$ cat config.mk
export PLATFORM = sky130hd
export DESIGN_NAME = load_store_unit
export DESIGN_NICKNAME = d
export VERILOG_FILES = /design/src/rtl/riscv_pkg.sv /design/src/rtl/lsu_lane_format.sv /design/src/rtl/load_store_unit.sv
export SDC_FILE = /design/constraint.sdc
export NUM_CORES = 1
export LEC_CHECK = 0
export ABC_AREA = 0
export BUFFER_PORTS_ARGS = -buffer_cell sky130_fd_sc_hd__buf_2
export CAP_MARGIN = 20
export CORE_MARGIN = 2
export CORE_UTILIZATION = 25
export CTS_CLUSTER_DIAMETER = 40
export DETAILED_ROUTE_END_ITERATION = 7
export HOLD_SLACK_MARGIN = 0.1
export PLACE_DENSITY = 0.45
export SLEW_MARGIN = 0
export SYNTH_ARGS = -nofsm -noshare
export SYNTH_HDL_FRONTEND = slang
export SYNTH_SLANG_ARGS = --single-unit
$ cat constraint.sdc
create_clock -name clk -period 6.7 [get_ports clk]
set_input_delay 1.34 -clock clk [delete_from_list [all_inputs] [get_ports clk]]
set_output_delay 1.34 -clock clk [all_outputs]
set_load 0.01 [all_outputs]
$ cat src/rtl/riscv_pkg.sv
// Shared RISC-V load/store definitions: funct3 width codes, LSU state, bus command bundle.
// Pure declarations; no latency or backpressure of its own.
package riscv_pkg;

  localparam logic [2:0] F3_LB  = 3'b000;
  localparam logic [2:0] F3_LH  = 3'b001;
  localparam logic [2:0] F3_LW  = 3'b010;
  localparam logic [2:0] F3_LBU = 3'b100;
  localparam logic [2:0] F3_LHU = 3'b101;

  typedef enum logic [1:0] {
    IDLE,
    BUSY,
    RESP
  } lsu_state_t;

  typedef struct packed {
    logic        we;
    logic [31:0] addr;
    logic [31:0] wdata;
    logic [3:0]  be;
  } bus_cmd_t;

endpackage

$ cat src/rtl/lsu_lane_format.sv
// Byte-lane steering: store byte enables/replication, load extraction/extension, alignment checks.
// Purely combinational (zero latency); no flow control.
module lsu_lane_format
  import riscv_pkg::*;
(
  input  logic        write,
  input  logic [2:0]  funct3,
  input  logic [1:0]  addr_lo,
  input  logic [31:0] store_data,
  input  logic [31:0] rdata,
  output logic [3:0]  be,
  output logic [31:0] wdata,
  output logic [31:0] load_data,
  output logic        misaligned,
  output logic        illegal
);

  logic        sext;
  logic [31:0] shifted;

  assign sext    = ~funct3[2];
  // Aligned halves have addr_lo[0]=0, so a byte-granular shift also selects the half lane.
  assign shifted = rdata >> {addr_lo, 3'b000};

  always_comb begin
    be         = 4'b0000;
    wdata      = store_data;
    load_data  = rdata;
    misaligned = 1'b0;
    illegal    = write ? (funct3[2] || (funct3[1:0] == 2'b11))
                       : ((funct3[1:0] == 2'b11) || (funct3 == 3'b110));
    case (funct3[1:0])
      2'b00: begin
        be        = 4'b0001 << addr_lo;
        wdata     = {4{store_data[7:0]}};
        load_data = {{24{sext & shifted[7]}}, shifted[7:0]};
      end
      2'b01: begin
        be         = addr_lo[1] ? 4'b1100 : 4'b0011;
        wdata      = {2{store_data[15:0]}};
        load_data  = {{16{sext & shifted[15]}}, shifted[15:0]};
        misaligned = addr_lo[0];
      end
      2'b10: begin
        be         = 4'b1111;
        misaligned = (addr_lo != 2'b00);
      end
      default: be = 4'b0000;
    endcase
    // An illegal code is reported as a fault, never as misaligned.
    if (illegal) misaligned = 1'b0;
  end

endmodule

$ cat src/rtl/load_store_unit.sv
// MEM-stage load/store unit bridging the pipeline to a valid/ready word bus.
// Latency >= 3 cycles (IDLE->BUSY->RESP); pipeline stalled while the bus withholds bus_ready or until timeout.
module load_store_unit
  import riscv_pkg::*;
#(
  parameter int TIMEOUT_CYCLES = 255
) (
  input  logic        clk,
  input  logic        rst,
  input  logic        req_valid,
  input  logic        req_write,
  input  logic [2:0]  req_funct3,
  input  logic [31:0] req_addr,
  input  logic [31:0] req_wdata,
  output logic        stall_out,
  output logic        rsp_valid,
  output logic [31:0] rsp_rdata,
  output logic        misaligned_out,
  output logic        fault_out,
  output logic        bus_req,
  output logic        bus_we,
  output logic [31:0] bus_addr,
  output logic [31:0] bus_wdata,
  output logic [3:0]  bus_be,
  input  logic        bus_ready,
  input  logic [31:0] bus_rdata,
  input  logic        bus_err
);

  localparam logic [15:0] TMO_LAST = 16'(TIMEOUT_CYCLES - 1);

  lsu_state_t  state;
  logic [15:0] tmo_cnt;
  logic [2:0]  funct3_q;
  logic [1:0]  addr_lo_q;
  logic        fault_q;

  logic        idle;
  logic        start;
  logic [3:0]  fmt_be;
  logic [31:0] fmt_wdata;
  logic [31:0] fmt_load;
  logic        fmt_misaligned;
  logic        fmt_illegal;
  bus_cmd_t    cmd;

  assign idle = (state == IDLE);

  // While BUSY the formatter sees the captured request so load extraction is independent of req_*.
  lsu_lane_format u_fmt (
    .write      (idle ? req_write : bus_we),
    .funct3     (idle ? req_funct3 : funct3_q),
    .addr_lo    (idle ? req_addr[1:0] : addr_lo_q),
    .store_data (req_wdata),
    .rdata      (bus_rdata),
    .be         (fmt_be),
    .wdata      (fmt_wdata),
    .load_data  (fmt_load),
    .misaligned (fmt_misaligned),
    .illegal    (fmt_illegal)
  );

  assign start          = idle && req_valid && !fmt_misaligned && !fmt_illegal;
  assign stall_out      = start || (state == BUSY);
  assign misaligned_out = idle && req_valid && fmt_misaligned;
  assign fault_out      = fault_q || (idle && req_valid && fmt_illegal);

  assign cmd = '{we: req_write, addr: {req_addr[31:2], 2'b00}, wdata: fmt_wdata, be: fmt_be};

  always_ff @(posedge clk or posedge rst) begin
    if (rst) begin
      state     <= IDLE;
      tmo_cnt   <= '0;
      funct3_q  <= '0;
      addr_lo_q <= '0;
      fault_q   <= 1'b0;
      rsp_valid <= 1'b0;
      rsp_rdata <= '0;
      bus_req   <= 1'b0;
      bus_we    <= 1'b0;
      bus_addr  <= '0;
      bus_wdata <= '0;
      bus_be    <= '0;
    end else begin
      case (state)
        IDLE: begin
          if (start) begin
            bus_req   <= 1'b1;
            bus_we    <= cmd.we;
            bus_addr  <= cmd.addr;
            bus_wdata <= cmd.wdata;
            bus_be    <= cmd.be;
            funct3_q  <= req_funct3;
            addr_lo_q <= req_addr[1:0];
            tmo_cnt   <= '0;
            state     <= BUSY;
          end
        end
        BUSY: begin
          tmo_cnt <= tmo_cnt + 16'd1;
          if (bus_ready) begin
            bus_req   <= 1'b0;
            rsp_valid <= 1'b1;
            rsp_rdata <= (!bus_we && !bus_err) ? fmt_load : 32'd0;
            fault_q   <= bus_err;
            state     <= RESP;
          end else if (tmo_cnt == TMO_LAST) begin
            bus_req   <= 1'b0;
            rsp_valid <= 1'b1;
            rsp_rdata <= '0;
            fault_q   <= 1'b1;
            state     <= RESP;
          end
        end
        RESP: begin
          rsp_valid <= 1'b0;
          rsp_rdata <= '0;
          fault_q   <= 1'b0;
          state     <= IDLE;
        end
        default: state <= IDLE;
      endcase
    end
  end

endmodule

# --- After elaboration in Yosys (flattened, before gate mapping) ---
# Cells that the tools add are included.
word_totals:
  regBits: 125
  inputBits: 105
  output_inout_bits: 106
classes:
  addsub: 1
  n_eq_ne: 9
  n_shift: 2
  n_mux: 29
  bitwise_logic: 3
  n_reduce_logical: 24
op_table:
  columns: ["operator", "n"]
  rows:
  - ["$pmux 32 s2", 3]
  - ["$mux 32", 3]
  - ["$pmux 16 s2", 1]
  - ["$shr 32x5->16", 1]
  - ["$add 16x1->16 const B", 1]
  - ["$eq 16x8->1 const B", 1]
  - ["$mux 16", 1]
  - ["$pmux 4 s3", 1]
  - ["$mux 1", 9]
  - ["$mux 2", 4]
  - ["$pmux 1 s2", 4]
  - ["$reduce_and 2->1", 4]
  - ["$eq 2x2->1 const B", 3]
  - ["$logic_and 1x1->1", 6]
  - ["$reduce_bool 2->1", 3]
  - ["$eq 2x1->1 const B", 2]
  - ["$logic_not 1->1", 4]
  - ["$logic_not 2->1", 2]
  - ["$logic_or 1x1->1", 4]
  - ["$mux 4", 1]
  - ["$pmux 2 s2", 1]
  - ["$shl 1x2->4 const A", 1]
  - ["$eq 3x3->1 const B", 1]
  - ["$mux 3", 1]
  - ["5 further kinds", 6]

# --- Depth between registers and ports, before layout ---
# Gate-level depths: netlist of run 1.
depth:
  ltp_word: 11
  depth_mapped: 13

# --- Cells and area by module ---
# From an unflattened synthesis of run 1, not the netlist that was laid out.
hier_totals:
  cells_unflattened: 719
  hier_area_um2: 6407.4
by_module_without_submodules:
  columns: ["module", "n_inst", "cells_per_inst", "area_each_um2"]
  rows:
  - ["load_store_unit", 1, 512, 5122.4]
  - ["lsu_lane_format", 1, 207, 1285.0]

# --- Worst setup path before layout of run 1 ---
# Ideal clock, no wire load.
synth_timing:
  kind: "input to output"
  from: "in req_funct3[1]"
  to: "out stall_out"
  arrival_ns: 2.891
  required_time_ns: 5.360
  slack_ns: 2.469
  path_stages: 8
  path_cell_list: "mux2_2 > ha_1 > o21ai_0 > and4b_1 > o21ai_1 > buf_2 > buf_2 > nand2b_1"
synth_between:
  elab_chain_len: 9
  word_cells_on_any_way: 15
  cone_classes: "4 x eq/ne; 4 x mux; 7 x reduce/logical"
synth_rtl:
  columns: ["item", "line", "text"]
  rows:
  - ["start, declared", "load_store_unit.sv:12", "input logic [2:0] req_funct3,"]
  - ["$mux 3 (*)", "load_store_unit.sv:52", ".funct3 (idle ? req_funct3 : funct3_q),"]
  - ["$eq 3x3->1 or $eq 2x2->1 (tied branches)", "lsu_lane_format.sv:31, lsu_lane_format.sv:30", null]
  - ["$logic_or 1x1->1 (on tied branches)", "lsu_lane_format.sv:31, lsu_lane_format.sv:30", null]
  - ["$mux 1", "lsu_lane_format.sv:30", "illegal = write ? (funct3[2] || (funct3[1:0] == 2'b11))"]
  - ["$mux 1", "lsu_lane_format.sv:51", "if (illegal) misaligned = 1'b0;"]
  - ["$logic_not 1->1", "load_store_unit.sv:63", "assign start = idle && req_valid && !fmt_misaligned && !fmt_illegal;"]
  - ["$logic_and 1x1->1", "load_store_unit.sv:63", null]
  - ["$logic_and 1x1->1 (*)", "load_store_unit.sv:63", null]
  - ["$logic_or 1x1->1 (*)", "load_store_unit.sv:64", "assign stall_out = start || (state == BUSY);"]
  - ["end, declared", "load_store_unit.sv:15", "output logic stall_out,"]
# Mark *: on every way between the ends. The rest lies on a longest branch, timed or not.

# --- Final worst setup path of run 1 ---
layout_timing:
  from: "reg state[0]"
  to: "out stall_out"
layout_between:
  elab_chain_len: 10
  word_cells_on_any_way: 21
  cone_classes: "5 x eq/ne; 6 x mux; 10 x reduce/logical"
layout_rtl:
  columns: ["item", "line", "text"]
  rows:
  - ["start, declared", "load_store_unit.sv:32", "lsu_state_t state;"]
  - ["start signal, assigned", "load_store_unit.sv:72", "state <= IDLE;"]
  - ["start signal, assigned", "load_store_unit.sv:96", "state <= BUSY;"]
  - ["start signal, assigned", "load_store_unit.sv:106", "state <= RESP;"]
  - ["$logic_not 2->1", "load_store_unit.sv:47", "assign idle = (state == IDLE);"]
  - ["$mux 3", "load_store_unit.sv:52", null]
  - ["$eq 3x3->1 or $eq 2x2->1 (tied branches)", "lsu_lane_format.sv:31, lsu_lane_format.sv:30", null]
  - ["$logic_or 1x1->1 (on tied branches)", "lsu_lane_format.sv:31, lsu_lane_format.sv:30", null]
  - ["$mux 1", "lsu_lane_format.sv:30", null]
  - ["$mux 1", "lsu_lane_format.sv:51", null]
  - ["$logic_not 1->1", "load_store_unit.sv:63", null]
  - ["$logic_and 1x1->1 (2 in series)", "load_store_unit.sv:63", null]
  - ["$logic_or 1x1->1 (*)", "load_store_unit.sv:64", null]
# Marks and branches as above.

==> results of run 1 <==
## cell type report
class | count | area (sq um)
antenna | 2 | 5.00
clock buffer | 18 | 439
clock inverter | 14 | 159
fill | 2677 | 16700
inverter | 10 | 42.5
multi-input combinational | 430 | 2990
sequential | 125 | 3130
tap | 330 | 413
timing repair buffer | 217 | 1130
## per-stage QoR
step,util,hold slack (ps),setup WS [ps],cells
final,0.332,472,1540,1146
after global routing,0.332,497,1190,1146
after CTS,0.330,476,1430,1143
after detailed placement,0.306,461,1730,1111
after global placement,0.306,457,1740,1111
after floorplan,-,450,2030,609
## worst max-delay path, cell delays in order (launching register included)
cell and delay, ps:
dfrtp_1 390, inv_1 100, ha_1 660, mux2_2 450, inv_1 100, ha_1 430
a32oi_1 190, o21ai_4 680, nand2b_1 210, buf_2 190
## state kept, by name, indices dropped and copies added (netlist names)
signal,cells
rsp_valid,1
bus_req,1
bus_be,4
bus_we,1
fault_q,1
tmo_cnt,16
bus_wdata,32
addr_lo_q,2
state,2
rsp_rdata,32
bus_addr,30
funct3_q,3
## kinds of logic (layout without fill, tap and decap cells)
| group | count (synthesis) | in the layout | synth area share |
|---|---|---|---|
| buf+inv | 54 | 259 | 0.0389 |
| flops | 125 | 125 | 0.493 |
| other cells | 1 | 4 | 0.000591 |
| mux | 75 | 75 | 0.129 |
| simple gates | 179 | 179 | 0.144 |
| compound gates | 164 | 164 | 0.175 |
| fa+ha+maj | 10 | 10 | 0.0197 |
## final timing paths
kind,startpoint,end,slack [ps],depth (start not counted)
max,state[0],stall_out,1540,9
min,rsp_rdata[16],rsp_rdata[16],470,2
max reg2reg,state[0],bus_addr[18],2340,9
min reg2reg,rsp_rdata[16],rsp_rdata[16],470,2
max in group asynchronous,rst,bus_be[1],4610,3
min in group asynchronous,rst,bus_addr[8],1130,2
## metal layers
layer | up-vias | routed length [microns]
met2 | 126 | 8940
met1 | 2601 | 9450
met5 | - | 0
met4 | 0 | 244
met3 | 18 | 1080
li1 | 2601 | -
## cell usage after synthesis, types with 9 or more instances
cell type and n:
ha_1 10, a22oi_1 9, o21ai_0 71, dfrtp_1 125
mux2i_1 25, or4b_2 9, nor2_1 17, a22o_1 10
mux2_1 10, inv_1 10, mux2_2 38, clkbuf_1 24
nand2_1 87, nand3_1 30, o21ai_2 10, a21oi_1 15
buf_2 10
## power by group through the flow
stage | logic [mW] | registers (mW) | clock network, mW
finish | 1.81 | 1.28 | 0.949
global route | 2.00 | 1.34 | 1.02
CTS | 1.84 | 1.29 | 0.982
detailed placement | 1.84 | 1.30 | 0
global placement | 1.83 | 1.29 | 0
floorplan | 1.05 | 1.42 | 0
==> results.md, run 1 <==
* Die Span X at 163 microns
* Ys Warns at 0
* # Post-CTS Setup Buffers at 0
* Final GP Congestion at 0.749
* Root Driver: clkbuf_16
* CP Launch Type: register
* Critical path peak fanout at 24
* Crit path required time at around 5400 ps
* Clock sinks at roughly 130
* Area growth syn-to-layout at 30.9%
* Post-synth cell types at 55
* Clock skew at 10.5 ps
* F_max at roughly 190 MHz
* Synthesized area at between 0.006 and 0.007 sq mm
* Maxcap violations at 0
* Top cell type's share of synthesized area at 0.493
* Asr flop ratio synth at 1.00
* Die area at roughly 0.027 sq mm
* Power per Cell Area at 487 mW/mm^2
* Num CTS Buffers at 17
* Most frequent cells in the layout: buf_2 (208), dfrtp_1 (125), nand2_1 (87)
* EDFF count, synth at 0
* Setup TNS at 0 ps
* Sequential element share of the synthesized area at 0.493
* Net Sw Power at 1.64 mW
* Vias in the first global route at around 5,100
* # nets final at roughly 920
* Final Critical Period at 5160 ps
* Aggregate global routing overflow at 0
* Initial DRC count at between 300 and 400
* M2 GR Usage at 0.215
* Htree depth at 4
* Initial antenna violation count at 2
* Final Hold Viols at 0
* Lkg Pwr at about 4 nW
* Hold-fix buffers, CTS at 0
* Largest net degree at the start of global routing at 99
* # port buffers at ~210
* Worst-path clk slew at around 60 ps
* Pwr Total at between 4 and 5 mW
* Worst-Skew Late Latency at between 400 and 500 ps
* M3 GR Usage at 0.0383
* Status: complete, no violations
* Most common cell after layout, fill and taps aside: buf_2
* Clk pwr share at 0.235
* Final setup fails at 0
* RSZ-0062 raised after global routing: false
* Slew Viols, Final at 0
* Hold Path Class: register to register
* GRT Util Overall at 0.147
* CTS tree: built
* Busiest layer in global routing: met2
* Synth top area cells: dfrtp_1 (49%), mux2_2 (6.7%), o21ai_0 (5.6%)
* Final instance area at between 0.008 and 0.009 sq mm
* DP HPWL at between 10,000 and 15,000 microns
* Flop pwr share at 0.318
* M1 GR Usage at 0.211
* Crit path capture type: output pin
* Routed wire length at 19,700 microns
* Post-synth top flop: dfrtp_1
* Share of cells above drive strength 1 at 0.393
* Avg Cell Area, Syn at roughly 10 sq um
* Placed cell area at ~0.0077 sq mm
* Rows at between 50 and 60
* DRT antenna net count at 0
* Combinational power share at 0.448
* Via count at ~5,300
* Top cell type by total area after synthesis: dfrtp_1
* Syn Inst Count at about 600
* CTS max path bufs at 2
* Peak supply drop at between 0.00015 and 0.0002 V
* First-pass GRT wire length at between 20,000 and 30,000 microns
* Router iterations before antenna repair at 4
* Chip height at between 150 and 200 microns
* Drc violations at 0
* WL/cell at around 17 microns
* Max-slew headroom at 0.379
* CTS resizes at 0
* Worst Tran Pin Value at approximately 930 ps
* Yosys reg bits at 125
* Core area at between 0.02 and 0.03 sq mm
* Starting Density at 0.253
* WP data arrival at about 3800 ps
* Switching Fraction at 0.407
* Internal power at around 2.4 mW
* Crit path kind: register to output pin
* Final period util at 0.770
* Io pins at between 200 and 250
* Via density at approximately 4.7
Power figures use the tool's default switching activity.
==> run 2, diff against run 1 <==
- ABC_AREA: 0 -> 1
- PLACE_DENSITY: 0.45 -> 0.47
- clock period: 6.7 -> 4.42 ns (I/O delays scaled with it)
==> results.md, run 2 <==
* Status: complete, no violations (unchanged)
* Synthesized area at 0.00663 sq mm (was 0.00634 sq mm)
* Share of cells above drive strength 1 at 0.236 (was 0.393)
* Synth top area cells: dfrtp_1 (47%), nand2_1 (22%), nand3_1 (6.0%) (was dfrtp_1 (49%), mux2_2 (6.7%), o21ai_0 (5.6%))
* CTS tree: built (unchanged)
* Hold-fix buffers, CTS at 0 (unchanged)
* Most frequent CP cell: inv_1
* Worst path max stage delay at 380 ps (was 680 ps)
* Area growth syn-to-layout at 28.4% (was 30.9%)
* Root Driver: clkbuf_16 (unchanged)
* Clock sinks at 125 (unchanged)
* Final setup fails at 0 (unchanged)
* Slowest CP cell: dfrtp_1 (was o21ai_4)
* CP Launch Type: register (unchanged)
* Power per Cell Area at 734 mW/mm^2 (was 487 mW/mm^2)
* Worst-Skew Late Latency at 420 ps (about the same)
* Critical path depth at 11 (was 9)
* Htree depth at 4 (unchanged)
* Final Critical Period at between 3000 and 4000 ps
* Most frequent cells in the layout: nand2_1 (382), buf_2 (208), dfrtp_1 (125) (was buf_2 (208), dfrtp_1 (125), nand2_1 (87))
* Clock skew at 19.7 ps (was 10.5 ps)
* FILL cells at 2,879 (was 2,677)
* Crit path kind: register to output pin (unchanged)
* Aggregate global routing overflow at 0 (unchanged)
* Io pins at 211 (unchanged)
* RSZ-0062 raised after global routing: false (unchanged)
* Final instance area at 0.00851 sq mm (was 0.00830 sq mm)
* Clk pwr share at 0.220 (was 0.235)
* Largest net degree at the start of global routing at 83 (was 99)
* Flop pwr share at 0.303 (was 0.318)
* Via density at 4.46 (was 4.66)
* Critical path peak fanout at 38 (was 24)
* Switching Fraction at 0.458 (was 0.407)
* Asr flop ratio synth at 1.00 (unchanged)
* CTS max path bufs at 2 (unchanged)
* FF-to-FF setup slack at 1110 ps (was 2340 ps)
* Core area at 0.0261 sq mm (was 0.0250 sq mm)
* Sequential element share of the synthesized area at 0.472 (was 0.493)
* Starting Density at 0.254 (was 0.253)
* Ys Warns at 0 (unchanged)
* Worst-path cell chain: inv_1 -> ha_1 -> o21ai_0 -> inv_1 -> ha_1 -> inv_1 -> nand2_1 -> nor2_1 -> nand2_4 -> nand2_1 -> buf_2 (was inv_1 -> ha_1 -> mux2_2 -> inv_1 -> ha_1 -> a32oi_1 -> o21ai_4 -> nand2b_1 -> buf_2)
* # Post-CTS Setup Buffers at 0 (unchanged)
* Initial DRC count at 527 (was 330)
* Yosys reg bits at 125 (unchanged)
* EDFF count, synth at 0 (unchanged)
* Combinational power share at 0.477 (was 0.448)
* Initial antenna violation count at 5 (was 2)
* WP data arrival at 2950 ps (was 3820 ps)
* CTS resizes at 0 (unchanged)
* Setup TNS at 0 ps (unchanged)
* Final period util at 0.868
* Router iterations before antenna repair at 5 (was 4)
* Die Span X at 167 microns (was 163 microns)
* First-pass GRT wire length at 34,500 microns (was 29,900 microns)
* Syn Inst Count at 909 (was 608)
* Top Registers: bus_wdata: 32 flops, rsp_rdata: 32 flops, bus_addr: 30 flops (unchanged)
* Drc violations at 0 (unchanged)
* Via count at 6,470 (was 5,346)
* Num CTS Buffers at 17 (unchanged)
* Die area at 0.0278 sq mm (was 0.0267 sq mm)
* Post-synth top flop: dfrtp_1 (unchanged)
* Final Hold Viols at 0 (unchanged)
* Top cell type's share of synthesized area at 0.472 (was 0.493)
* WL/cell at 14.8 microns (was 17.2 microns)
* Most common cell after layout, fill and taps aside: nand2_1 (was buf_2)
* Worst Tran Pin Value at 857 ps (was 932 ps)
* Reg2Reg Depth at 11 (was 9)
* Hold depth at 2 (unchanged)
* # port buffers at 208 (unchanged)
* Commonest cells in the netlist: nand2_1 (382), dfrtp_1 (125), nand3_1 (80) (was dfrtp_1 (125), nand2_1 (87), o21ai_0 (71))
* Internal power at 3.39 mW (was 2.40 mW)
* Peak supply drop at 0.000282 V (was 0.000162 V)
* Max-slew headroom at 0.429 (was 0.379)
* Chip height at 167 microns (was 163 microns)
* Lkg Pwr at 4.75 nW (was 4.01 nW)
* F_max at ~260 MHz
* Avg Cell Area, Syn at 7.29 sq um (was 10.4 sq um)
* Worst-path clk slew at 60 ps (about the same)
* Delay-heaviest family, CP: simple AND/OR/NAND/NOR gates (was adder cells)
* Top-count cell post-synth: nand2_1 (was dfrtp_1)
* Routed wire length at 21,400 microns (was 19,700 microns)
* Rows at 59 (was 58)
* Crit path required time at 3540 ps (was 5360 ps)
* Maxcap violations at 0 (unchanged)
* Slew Viols, Final at 0 (unchanged)
* Top cell type by total area after synthesis: dfrtp_1 (unchanged)
* DP HPWL at 15,300 microns (was 13,900 microns)
* Buf+Inv Stages, Crit Path at 4 (was 3)
* # nets final at 1,214 (was 916)
* Crit path capture type: output pin (unchanged)
* Hold Path Class: register to register (unchanged)
* GRT Util Overall at 0.155 (was 0.147)
* Net Sw Power at 2.86 mW (was 1.64 mW)
* Placed cell area at 0.00790 sq mm (was 0.00767 sq mm)
* Vias in the first global route at 6,255 (was 5,101)
* Final GP Congestion at 0.830 (was 0.749)
* Post-synth cell types at 29 (was 55)
* DRT antenna net count at 0 (unchanged)
[run 2: changes by cell type in the layout (fill, tap and decap cells not counted), sizes merged, moves of 9 or more]
cell / change
nand2: +299
inv: +65
nand3: +52
mux2: -48
nor2: +36
o21ai: -29
mux2i: -27
a21oi: +26
or4b: -12
xor2: +11
a22o: -10
a221oi: -9
a22oi: -9
[run 2: metrics by stage]
| step | worst slack (ps) | hold WS (ps) | utilization | cells | power [mW] |
|---|---|---|---|---|---|
| 2_1_floorplan | 208 | 448 | - | 910 | 3.90 |
| 3_3_place_gp | 988 | 457 | 0.303 | 1414 | 4.90 |
| 3_5_place_dp | 937 | 460 | 0.303 | 1414 | 4.91 |
| 4_1_cts | 527 | 477 | 0.325 | 1446 | 6.34 |
| 5_1_grt | 327 | 491 | 0.326 | 1448 | 6.83 |
| 6_report | 582 | 470 | 0.327 | 1451 | 6.25 |
[run 2: cells by family (layout without fill, tap and decap cells)]
kind of cell	after synthesis	in the layout	synth area share
buffers and inverters	119	321	0.0806
AND/OR/NAND/NOR	537	537	0.329
AO/OA/AOI/OAI	105	105	0.0829
flip-flops	125	125	0.472
other	1	6	0.000566
XOR/XNOR	12	12	0.0159
adder cells (fa/ha/maj)	10	10	0.0189
[run 2: cell type report]
type	instances	area [sq um]	share of cell area
Multi-Input combinational cell	666	2980	0.350
Inverter	74	280	0.0329
Tap cell	335	419	0.0492
Clock buffer	18	439	0.0516
Sequential cell	125	3130	0.367
Antenna cell	4	10.0	0.00118
Timing Repair Buffer	215	1130	0.132
Clock inverter	14	133	0.0156
[run 2: layer usage]
metal | up-vias | share of wire | global-route usage
li1 | 3254 | - | -
met2 | 219 | 0.44 | 0.232
met4 | 4 | 0.015 | 0.0525
met3 | 24 | 0.061 | 0.0378
met5 | - | 0.0013 | 0
met1 | 2969 | 0.48 | 0.219
[run 2: worst paths after layout]
check | from | endpoint
min | bus_addr[6] | bus_addr[6]
max in group asynchronous | rst | rsp_rdata[7]
max | state[0] | stall_out
max reg2reg | state[0] | bus_wdata[9]
min reg2reg | bus_addr[6] | bus_addr[6]
min in group asynchronous | rst | tmo_cnt[6]
[run 2: power groups by stage]
stage | clock (mW) | combinational, mW | sequential [mW]
finish | 1.38 | 2.98 | 1.89
global route | 1.47 | 3.40 | 1.95
CTS | 1.43 | 3.01 | 1.90
detailed placement | 0 | 3.00 | 1.91
global placement | 0 | 2.99 | 1.91
floorplan | 0 | 1.82 | 2.09
[run 2: worst min-delay path, delay by kind of cell (launching register included)]
| kind | cells | cell delay, ps |
|---|---|---|
| DFF | 1 | 340 |
| and+or+nand+nor | 2 | 100 |
==> run 3, diff against run 2 <==
--- a/config.mk
+++ b/config.mk
@@ -14,4 +14,5 @@
 export DETAILED_ROUTE_END_ITERATION = 7
 export HOLD_SLACK_MARGIN = 0.1
+export MAX_ROUTING_LAYER = met4
 export PLACE_DENSITY = 0.47
 export SLEW_MARGIN = 0
==> constraint.sdc (replaced) <==
create_clock -name clk -period 4.42 [get_ports clk]
set_input_delay 0.884 -clock clk [delete_from_list [all_inputs] [get_ports clk]]
set_output_delay 0.884 -clock clk [all_outputs]
set_load 0.05 [all_outputs]
==> results.md, run 3 (same netlist as run 2, synthesis figures left out) <==
* Aggregate global routing overflow at 0 (unchanged)
* # Post-CTS Setup Buffers at 0 (unchanged)
* Initial antenna violation count at 5 (unchanged)
* CP Launch Type: register (unchanged)
* DRT antenna net count at 0 (unchanged)
* Peak supply drop at 0.000420 V (was 0.000282 V)
* Register area at 0.00313 sq mm (unchanged)
* Buf+Inv Stages, Crit Path at 4 (unchanged)
* Setup TNS at 0 ps (unchanged)
* Clock skew at 14.4 ps (was 19.7 ps)
* # port buffers at 208 (unchanged)
* Core area at 0.0261 sq mm (unchanged)
* CTS resizes at 0 (unchanged)
* FILL cells at 2,851 (was 2,879)
* # nets final at 1,213 (was 1,214)
* Area growth syn-to-layout at 28.3% (was 28.4%)
* CTS tree: built (unchanged)
* Status: complete, no violations (unchanged)
* Final setup fails at 0 (unchanged)
* Vias in the first global route at 6,268 (was 6,255)
* Most frequent cells in the layout: nand2_1 (382), buf_2 (208), dfrtp_1 (125) (unchanged)
* Slew Viols, Final at 0 (unchanged)
* Final period util at 0.848 (was 0.868)
* Most frequent CP cell: inv_1 (unchanged)
* Drc violations at 0 (unchanged)
* Most common cell after layout, fill and taps aside: nand2_1 (unchanged)
* DP HPWL at 15,500 microns (was 15,300 microns)
* Starting Density at 0.254 (unchanged)
* Lkg Pwr at 4.76 nW (was 4.75 nW)
* Fin Hold WS at 472 ps (was 470 ps)
* GRT Util Overall at 0.162 (was 0.155)
* Hold depth at 2 (unchanged)
* Die area at 0.0278 sq mm (unchanged)
* Final Hold Viols at 0 (unchanged)
* Worst-path clk slew at 60 ps (about the same)
* Share of cells above drive strength 1 at 0.235 (was 0.236)
* Initial DRC count at 446 (was 527)
* Via count at 6,530 (was 6,470)
* Final std cells w/o fill at 1,451 (unchanged)
* CTS max path bufs at 2 (unchanged)
* Via density at 4.50 (was 4.46)
* Num CTS Buffers at 17 (unchanged)
* Area occupied by multi-input gates at 0.00298 sq mm (unchanged)
* Critical path peak fanout at 13 (was 38)
* Clock sinks at 125 (unchanged)
* First-pass GRT wire length at 34,800 microns (was 34,500 microns)
* F_max at 267 MHz (was 261 MHz)
* Io pins at 211 (unchanged)
* Slowest CP cell: o21ai_0 (was dfrtp_1)
* Hold Path Class: register to register (unchanged)
* Hold-fix buffers, CTS at 0 (unchanged)
* Htree depth at 4 (unchanged)
* WP data arrival at 2870 ps (was 2950 ps)
* Reg2Reg Depth at 11 (unchanged)
* Router iterations before antenna repair at 5 (unchanged)
* FF-to-FF setup slack at 1150 ps (was 1110 ps)
* WL/cell at 15.1 microns (was 14.8 microns)
* Power per Cell Area at 903 mW/mm^2 (was 734 mW/mm^2)
* Largest net degree at the start of global routing at 81 (was 83)
* Worst Tran Pin Value at 1050 ps (was 857 ps)
* Root Driver: clkbuf_16 (unchanged)
* Critical path depth at 11 (unchanged)
* Worst path max stage delay at 390 ps (was 380 ps)
* Delay-heaviest family, CP: buffers and inverters (was simple AND/OR/NAND/NOR gates)
* RSZ-0062 raised after global routing: false (unchanged)
* Routed wire length at 21,900 microns (was 21,400 microns)
* Final GP Congestion at 0.802 (was 0.830)
* Max-slew headroom at 0.302 (was 0.429)
* Die Span X at 167 microns (unchanged)
* Fin util at 0.326 (was 0.327)
* Crit path kind: register to output pin (unchanged)
* Top Registers: bus_wdata: 32 flops, rsp_rdata: 32 flops, bus_addr: 30 flops (unchanged)
* Crit path capture type: output pin (unchanged)
* Worst-path cell chain: inv_1 -> ha_1 -> o21ai_0 -> inv_1 -> ha_1 -> inv_1 -> nand2_1 -> nor2_1 -> nand2_4 -> nand2_1 -> buf_2 (unchanged)
* Rows at 59 (unchanged)
* Worst-Skew Late Latency at 420 ps (about the same)
* # placed instances at 1,414 (unchanged)
* Final Critical Period at 3750 ps (was 3840 ps)
* Maxcap violations at 0 (unchanged)
* Crit path required time at 3540 ps (about the same)
* Chip height at 167 microns (unchanged)
-- run 3: changes by cell type in the layout (fill, tap and decap cells not counted), sizes merged --
cell	before	now
buf	215	214
inv	80	76
diode	4	5
bufinv	1	2
clkbuf	18	17
clkinvlp	3	0
clkinv	4	11
-- run 3: final cells by class --
| class | instances | area share |
|---|---|---|
| diodes | 5 | 0.00147 |
| clock buffers | 17 | 0.0500 |
| clock inverters | 15 | 0.0191 |
| inverters | 74 | 0.0330 |
| multi-input cells | 666 | 0.350 |
| flip-flops and latches | 125 | 0.368 |
| well taps | 335 | 0.0493 |
| repair buffers | 214 | 0.129 |
-- run 3: worst paths after layout --
kind,end,from
setup / recovery,stall_out,state[0]
hold / removal,bus_addr[20],bus_addr[20]
setup reg to reg,rsp_rdata[25],state[0]
hold reg to reg,bus_addr[20],bus_addr[20]
max in group asynchronous,rsp_rdata[16],rst
min in group asynchronous,bus_addr[7],rst
-- run 3: per-stage QoR --
stage	area [sq um]	total power, mW	worst slack, ps
after detailed placement	7900	6.31	1020
after global routing	8500	8.26	419
after global placement	7900	6.29	1050
after floorplan	6630	5.25	208
after CTS	8490	7.78	636
final	8500	7.68	670
-- run 3: report_power, final --
group / total [mW] / switching, mW / internal [mW] / leakage (nW)
Combinational: 4.35 / 3.40 / 0.956 / 2.85
Sequential: 1.90 / 0.271 / 1.63 / 1.62
Clock: 1.43 / 0.587 / 0.839 / 0.292
-- run 3: layer usage --
| metal | vias up | GRT usage | wire (microns) |
|---|---|---|---|
| met2 | 207 | 0.231 | 9710 |
| met4 | 0 | 0.0401 | 165 |
| li1 | 3251 | - | - |
| met3 | 16 | 0.0454 | 1560 |
| met1 | 3056 | 0.225 | 10500 |
| met5 | - | - | 0 |
-- run 3: worst min-delay path, cell delays in order, from the launching register on --
cell,delay [ps]
dfrtp_1,340
nand2_1,50
nand2_1,50
